**config.mk**
```make
export PLATFORM = sky130hd
export DESIGN_NAME = obi_host_port
export DESIGN_NICKNAME = d
export VERILOG_FILES = /design/src/rtl/obi_host_port.sv
export SDC_FILE = /design/constraint.sdc
export NUM_CORES = 1
export LEC_CHECK = 0
export BUFFER_PORTS_ARGS = -buffer_cell sky130_fd_sc_hd__buf_2
export CAP_MARGIN = 20
export CORE_ASPECT_RATIO = 0.8
export CORE_MARGIN = 1
export CORE_UTILIZATION = 40
export CTS_CLUSTER_DIAMETER = 60
export DETAILED_ROUTE_END_ITERATION = 8
export PLACE_DENSITY = 0.72
export SLEW_MARGIN = 40
export SYNTH_ARGS = -nofsm -noshare
export SYNTH_HDL_FRONTEND = slang
export SYNTH_SLANG_ARGS = --single-unit
```
**constraint.sdc**
```tcl
create_clock -name clk_i -period 4.3 [get_ports clk_i]
set_input_delay 0.86 -clock clk_i [delete_from_list [all_inputs] [get_ports clk_i]]
set_output_delay 0.86 -clock clk_i [all_outputs]
set_load 0.02 [all_outputs]
```
**src/rtl/obi_host_port.sv**
```systemverilog
// Single-outstanding OBI host port: turns a valid/ready command into a bus request and returns one response.
// Optional response timeout is compiled in with `define OBI_HOST_PORT_TIMEOUT_EN.
module obi_host_port #(
   parameter int ADDR_WIDTH     = 32,
   parameter int TIMEOUT_CYCLES = 16
) (
   input  logic                  clk_i,
   input  logic                  rst_i,
   input  logic                  cmd_valid_i,
   output logic                  cmd_ready_o,
   input  logic [ADDR_WIDTH-1:0] cmd_addr_i,
   input  logic                  cmd_we_i,
   input  logic [3:0]            cmd_be_i,
   input  logic [31:0]           cmd_wdata_i,
   output logic                  rsp_valid_o,
   input  logic                  rsp_ready_i,
   output logic [31:0]           rsp_rdata_o,
   output logic                  rsp_err_o,
   output logic                  req_o,
   output logic [ADDR_WIDTH-1:0] addr_o,
   output logic                  we_o,
   output logic [3:0]            be_o,
   output logic [31:0]           wdata_o,
   input  logic                  gnt_i,
   input  logic                  rvalid_i,
   input  logic [31:0]           rdata_i
);

   if (TIMEOUT_CYCLES < 1 || TIMEOUT_CYCLES > 255) begin : g_bad_timeout
      $error("obi_host_port: TIMEOUT_CYCLES must be in 1..255");
   end

   typedef enum logic [1:0] {IDLE, REQ, WAIT_R, RSP} state_t;

   state_t      state;
   state_t      state_next;
   logic        load_cmd;
   logic        load_rsp;
   logic [31:0] rsp_rdata_next;
   logic        rsp_err_next;

`ifdef OBI_HOST_PORT_TIMEOUT_EN
   localparam logic [7:0] LIMIT = 8'(TIMEOUT_CYCLES);

   logic [7:0] wait_cnt;
   logic       timeout_hit;

   // Fires on the WAIT_R cycle that would bring the count up to the limit.
   assign timeout_hit = (wait_cnt + 8'd1) == LIMIT;

   always_ff @(posedge clk_i or posedge rst_i) begin
      if (rst_i) begin
         wait_cnt <= 8'd0;
      end else if (state != WAIT_R) begin
         wait_cnt <= 8'd0;
      end else if (!rvalid_i) begin
         wait_cnt <= wait_cnt + 8'd1;
      end
   end
`endif

   always_comb begin
      state_next     = state;
      load_cmd       = 1'b0;
      load_rsp       = 1'b0;
      rsp_rdata_next = 32'd0;
      rsp_err_next   = 1'b0;
      case (state)
         IDLE: begin
            if (cmd_valid_i) begin
               if (cmd_be_i != 4'd0) begin
                  load_cmd   = 1'b1;
                  state_next = REQ;
               end else begin
                  load_rsp     = 1'b1;
                  rsp_err_next = 1'b1;
                  state_next   = RSP;
               end
            end
         end
         REQ: begin
            if (gnt_i) state_next = WAIT_R;
         end
         WAIT_R: begin
            // A response arriving on the limit cycle still wins over the timeout.
            if (rvalid_i) begin
               load_rsp       = 1'b1;
               rsp_rdata_next = we_o ? 32'd0 : rdata_i;
               state_next     = RSP;
            end
`ifdef OBI_HOST_PORT_TIMEOUT_EN
            else if (timeout_hit) begin
               load_rsp       = 1'b1;
               rsp_err_next   = 1'b1;
               rsp_rdata_next = 32'hDEADBEEF;
               state_next     = RSP;
            end
`endif
         end
         RSP: begin
            if (rsp_ready_i) state_next = IDLE;
         end
         default: state_next = IDLE;
      endcase
   end

   always_ff @(posedge clk_i or posedge rst_i) begin
      if (rst_i) begin
         state       <= IDLE;
         addr_o      <= '0;
         we_o        <= 1'b0;
         be_o        <= 4'd0;
         wdata_o     <= 32'd0;
         rsp_rdata_o <= 32'd0;
         rsp_err_o   <= 1'b0;
      end else begin
         state <= state_next;
         if (load_cmd) begin
            addr_o  <= cmd_addr_i;
            we_o    <= cmd_we_i;
            be_o    <= cmd_be_i;
            wdata_o <= cmd_wdata_i;
         end
         if (load_rsp) begin
            rsp_rdata_o <= rsp_rdata_next;
            rsp_err_o   <= rsp_err_next;
         end
      end
   end

   // Ready is masked during reset so every output reads 0 while rst_i is high.
   assign cmd_ready_o = (state == IDLE) && !rst_i;
   assign req_o       = (state == REQ);
   assign rsp_valid_o = (state == RSP);

endmodule

```
* Yosys cells after proc, flatten, opt, wreduce, memory -nomap -nowiden
Index checks and enable logic that the tools add are counted.
** Word-level totals
- Bits of input ports :: 107
- Word-level logic and storage cells :: 36
- Output and inout port bits :: 105
- Flip-flop bits (word level) :: 104
** Operators by class
- Reductions and logical operators :: 5
- Multiplexer cells :: 17
- Equal/unequal tests :: 7
** Operators by type and width (count)
- 32-bit 2-to-1 mux :: 3
- 2-bit 2-to-1 mux :: 5
- 2-bit case mux with 4 select lines :: 1
- 1-bit 2-to-1 mux :: 7
- 2-bit == test (second input constant) :: 2
- 2-bit by 1-bit != test with 1-bit output (second input constant) :: 2
- 2-bit != test (second input constant) :: 2
- 4-bit AND reduction :: 1
- 4-bit nonzero test :: 1
- 2-bit by 1-bit == test with 1-bit output (second input constant) :: 1
- 2-bit logical NOT :: 1
- 1-bit case mux with 2 select lines :: 1
- 1-bit logical AND :: 1
- 1-bit logical NOT :: 1

* Longest topological paths before layout
- Depth after elaboration :: 4
- Gate-level depth with buffers :: 7
- Gate-level depth less buffers :: 5

* Worst setup path before layout
Ideal clock, no wire load.
- Path type :: input to output
- Start :: input rst_i
- End :: output cmd_ready_o
- Cell stages on the path :: 1
- Buffers on the path :: 0
- Path slack :: 2.276 ns
- Data arrival time :: 1.164 ns
- Required time :: 3.440 ns
- Cells stage by stage :: nor2b_1
** On the way
- Word-level cells in the longest chain between the ends :: 2
** Ends and longest elaborated chain
- start, declared :: RTL line 8 : input logic rst_i,
- 1-bit logical NOT :: RTL line 132 : assign cmd_ready_o = (state == IDLE) && !rst_i;
- 1-bit logical AND :: RTL line 132
- end, declared :: RTL line 10 : output logic cmd_ready_o,
No other way between the ends.

* Final worst setup path
- Start :: register state[0]
- End :: register wdata_o[15]
** On the way
- Word-level cells in the longest chain between the ends :: 2
** Ends and longest elaborated chain
- start, declared :: RTL line 35 : state_t state;
- start signal, assigned :: RTL line 117 : state <= state_next;
- 2-bit logical NOT :: RTL line 68 : case (state)
- 1-bit 2-to-1 mux :: RTL line 68
- end signal, assigned :: RTL line 122 : wdata_o <= cmd_wdata_i;
- end, declared :: RTL line 23 : output logic [31:0] wdata_o,
No other way between the ends.
A chain may end at the register's enable or synchronous reset.

==> reports/results.md <==
### Placed design
- Final HPWL DP: 6.78 mm
- Final Wtd Congestion: 0.764
- port bufs: 211

### Power and ir drop
- leakage dissipation: 0.00284 uW
- ratio of total power to cell area: 809 mW/mm^2
- Clk network pwr share: 19.4%
- switching power: 1730 uW
- power share of the combinational group: 44.0%
- Internal Dissipation: 2870 uW
- power consumption: 4610 uW
- worst voltage drop across the vdd grid: 0.000464 V
- Reg power frac: 36.6%
- switching power as a share of total power: 37.6%

### Floorplan
- Top Ports: 212
- DIE HEIGHT: 93.5 um
- Horiz. Die Dim: 116 um
- Core Area: 0.0102 mm^2
- Placement Rows: 33
- Starting Density: 41.1%
- area of the die: 0.0109 mm^2

### Clock network
- depth of the CTS H-tree: 3
- CTS clk-pin slew, worst paths: 0.06 ns
- clock insertion delay at the later pin of the skew report: 0.33 ns
- Max Root-Sink Buffers: 2
- clock tree from TritonCTS: done
- Num Clock Sinks: 104
- clk root buf: sky130_fd_sc_hd__clkbuf_16
- number of instances resized during post-cts repair: 0
- number of buffers inserted for hold repair after clock tree synthesis: 0
- TritonCTS Buffers: 9
- buffers inserted during post-CTS setup optimization: 0

### STA
- highest clock rate: 424 MHz
- Final Max Tran Viols: 0
- number of failing setup endpoints in the final timing report: 0
- max-slew headroom at the worst pin: 46.3%
- final critical delay including setup and external delays: 2.36 ns
- setup TNS after final layout: 0 ns
- actual transition at the worst max-transition pin: 0.806 ns
- clock tree skew after final layout: 0.00615 ns
- fin crit share: 54.9%
- Final Hold Fails: 0
- RSZ-0062 raised after global routing: no

### Flow run
- max-cap violations: 0

### Routing
- via/cell ratio: 4.84
- residual DRC count: 0
- detailed-route wire length: 9.40 mm
- WL met1: 4.02 mm
- number of DRC violations after detailed-routing iteration 0: 100
- antenna-violating nets left: 0
- Met2 Wirelength: 4.41 mm
- count of vias placed by the detailed router: 3061
- highest metal layer with signal wires: met4
- post-detailed-route wirelength per cell: 14.9 um
- length of the first detailed-routing pass in iterations: 4
- total met3 wirelength after detailed routing: 902 um

### Logic synthesis
- synthesized area per cell: 14.8 um^2
- register bit total from synthesis: 104
- register area share after synthesis: 62.2%
- Netlist cell types: 18
- synth warn: 0
- synthesized instance count: 282
- net count after synthesis: 393
- Synth Cell Area: 0.00419 mm^2

### Critical path
- cell at the slowest stage of the critical path: sky130_fd_sc_hd__buf_4
- FF-to-FF End: wdata_o[15]$_DFFE_PP0P_
- delay-heaviest family, CP: buffers and inverters
- combined buffer and inverter count along the critical path: 2
- data required time of the critical path: 4.52 ns
- worst setup path endpoint: wdata_o[15]$_DFFE_PP0P_
- critical path, cell by cell: inv_1 > ha_1 > nand2_1 > nor2_4 > buf_4 > mux2_2
- register-to-register setup slack: 1.94 ns
- launch point of the critical path: state[0]$_DFFE_PP0P_
- reg2reg start: state[0]$_DFFE_PP0P_
- crit path max fanout: 64
- Critical Path AT: 2.58 ns
- critical path depth: 6
- kind of end point of the critical path: flip-flop
- Crit path largest cell delay: 0.64 ns
- type of element launching the critical path: flip-flop
- critical path type: flip-flop to flip-flop
- reg2reg path depth: 6

### Global route
- global-route total usage across every layer: 17.6%
- largest net degree at the start of global routing: 65
- first-pass GRT wire length: 14.7 mm
- via count of the first global-routing pass: 3048
- total congestion overflow: 0
- number of antenna violations at the first check in global routing: 0

### Layout
- net count of the finished layout: 600
- layout overhead on the synthesized area: 36.1%
- Diodes inserted: 0
- Filler Cells Inserted: 877
- ratio of cells with drive above 1 in the final layout: 68.3%

### Min path
- kind of path behind the tightest hold check: flip-flop to flip-flop

### Outcome
- status: completed

placed cells by master, fill, tap and decap left out:
cell type / n
sky130_fd_sc_hd__buf_2: 211
sky130_fd_sc_hd__dfrtp_1: 104
sky130_fd_sc_hd__mux2_2: 69
sky130_fd_sc_hd__nor3b_1: 32
sky130_fd_sc_hd__a31o_2: 32
sky130_fd_sc_hd__clkbuf_16: 9
sky130_fd_sc_hd__buf_4: 6
sky130_fd_sc_hd__nor2b_1: 4
sky130_fd_sc_hd__ha_1: 4
sky130_fd_sc_hd__nand2_1: 3
sky130_fd_sc_hd__inv_1: 3
sky130_fd_sc_hd__mux2i_1: 3
sky130_fd_sc_hd__bufinv_16: 3
sky130_fd_sc_hd__nor4_4: 1
sky130_fd_sc_hd__nor2_4: 1
sky130_fd_sc_hd__inv_6: 1
sky130_fd_sc_hd__nand2_2: 1
sky130_fd_sc_hd__nand3_1: 1
sky130_fd_sc_hd__a2111oi_2: 1
sky130_fd_sc_hd__nor2_1: 1
sky130_fd_sc_hd__clkbuf_1: 1
sky130_fd_sc_hd__clkinv_2: 1
power groups by stage:
stage	clock (uW)	combinational, uW	sequential [uW]
2_1_floorplan	0	796	2260
3_3_place_gp	0	2000	1680
3_5_place_dp	0	2060	1700
4_1_cts	915	2050	1690
5_1_grt	956	2180	1750
6_report	894	2030	1690
flip-flops by register name, summed over array words and instances, names as in the netlist:
name / flops
addr_o: 32
rsp_rdata_o: 32
wdata_o: 32
be_o: 4
state: 2
rsp_err_o: 1
we_o: 1
metal layers:
layer | vias up | track usage [%]
li1 | 1429 | -
met1 | 1487 | 21.3
met2 | 138 | 28.8
met3 | 7 | 8.10
met4 | 0 | 3.21
met5 | - | 0
worst min-delay path by stage:
stage,startpoint,slack [ns],endpoint,cells past startpoint
3_3_place_gp,rsp_err_o$_DFFE_PP0P_,0.48,rsp_err_o$_DFFE_PP0P_,2
6_report,wdata_o[12]$_DFFE_PP0P_,0.50,wdata_o[12]$_DFFE_PP0P_,1
4_1_cts,wdata_o[12]$_DFFE_PP0P_,0.51,wdata_o[12]$_DFFE_PP0P_,1
2_1_floorplan,state[1]$_DFFE_PP0P_,0.56,state[1]$_DFFE_PP0P_,2
5_1_grt,rsp_rdata_o[18]$_DFFE_PP0P_,0.51,rsp_rdata_o[18]$_DFFE_PP0P_,1
3_5_place_dp,addr_o[10]$_DFFE_PP0P_,0.49,addr_o[10]$_DFFE_PP0P_,1
Yosys cell counts, drive strengths merged:
library cell / instances / share of area [%]
nor2b: 4 / 0.60
clkbuf: 13 / 1.2
inv: 4 / 0.36
a31o: 32 / 6.7
nor2: 2 / 0.24
dfrtp: 104 / 62
mux2: 69 / 19
nor3b: 32 / 5.7
ha: 4 / 1.2
nand3: 1 / 0.12
nand2: 4 / 0.36
mux2i: 3 / 0.72
buf: 8 / 1.2
a2111oi: 1 / 0.36
nor4: 1 / 0.51
cell type report:
cell class	instances	area (um^2)	share of cell area [%]
clock inverters	4	95.1	1.67
flip-flops and latches	104	2600	45.7
clock buffers	10	229	4.02
inverters	4	20.0	0.351
repair buffers	217	1100	19.3
well taps	140	175	3.07
multi-input cells	153	1480	25.9
per-stage QoR:
| step | hold slack (ns) | instance area (um^2) | instances | setup slack [ns] | utilization, % |
|---|---|---|---|---|---|
| 4_1_cts | 0.506 | 5700 | 632 | 1.93 | 55.9 |
| 2_1_floorplan | 0.560 | 4190 | 282 | 0.708 | - |
| 6_report | 0.503 | 5700 | 632 | 1.94 | 55.9 |
| 3_5_place_dp | 0.491 | 5370 | 618 | 1.81 | 52.7 |
| 5_1_grt | 0.514 | 5700 | 632 | 1.75 | 55.9 |
| 3_3_place_gp | 0.483 | 5370 | 618 | 1.89 | 52.7 |
cells by family after synthesis:
| group | share of synthesized area (%) |
|---|---|
| AO/OA/AOI/OAI | 7.05 |
| AND/OR/NAND/NOR | 7.56 |
| flip-flops | 62.2 |
| multiplexers | 19.3 |
| buffers and inverters | 2.75 |
| adder cells (fa/ha/maj) | 1.20 |
Power figures use the tool's default switching activity.
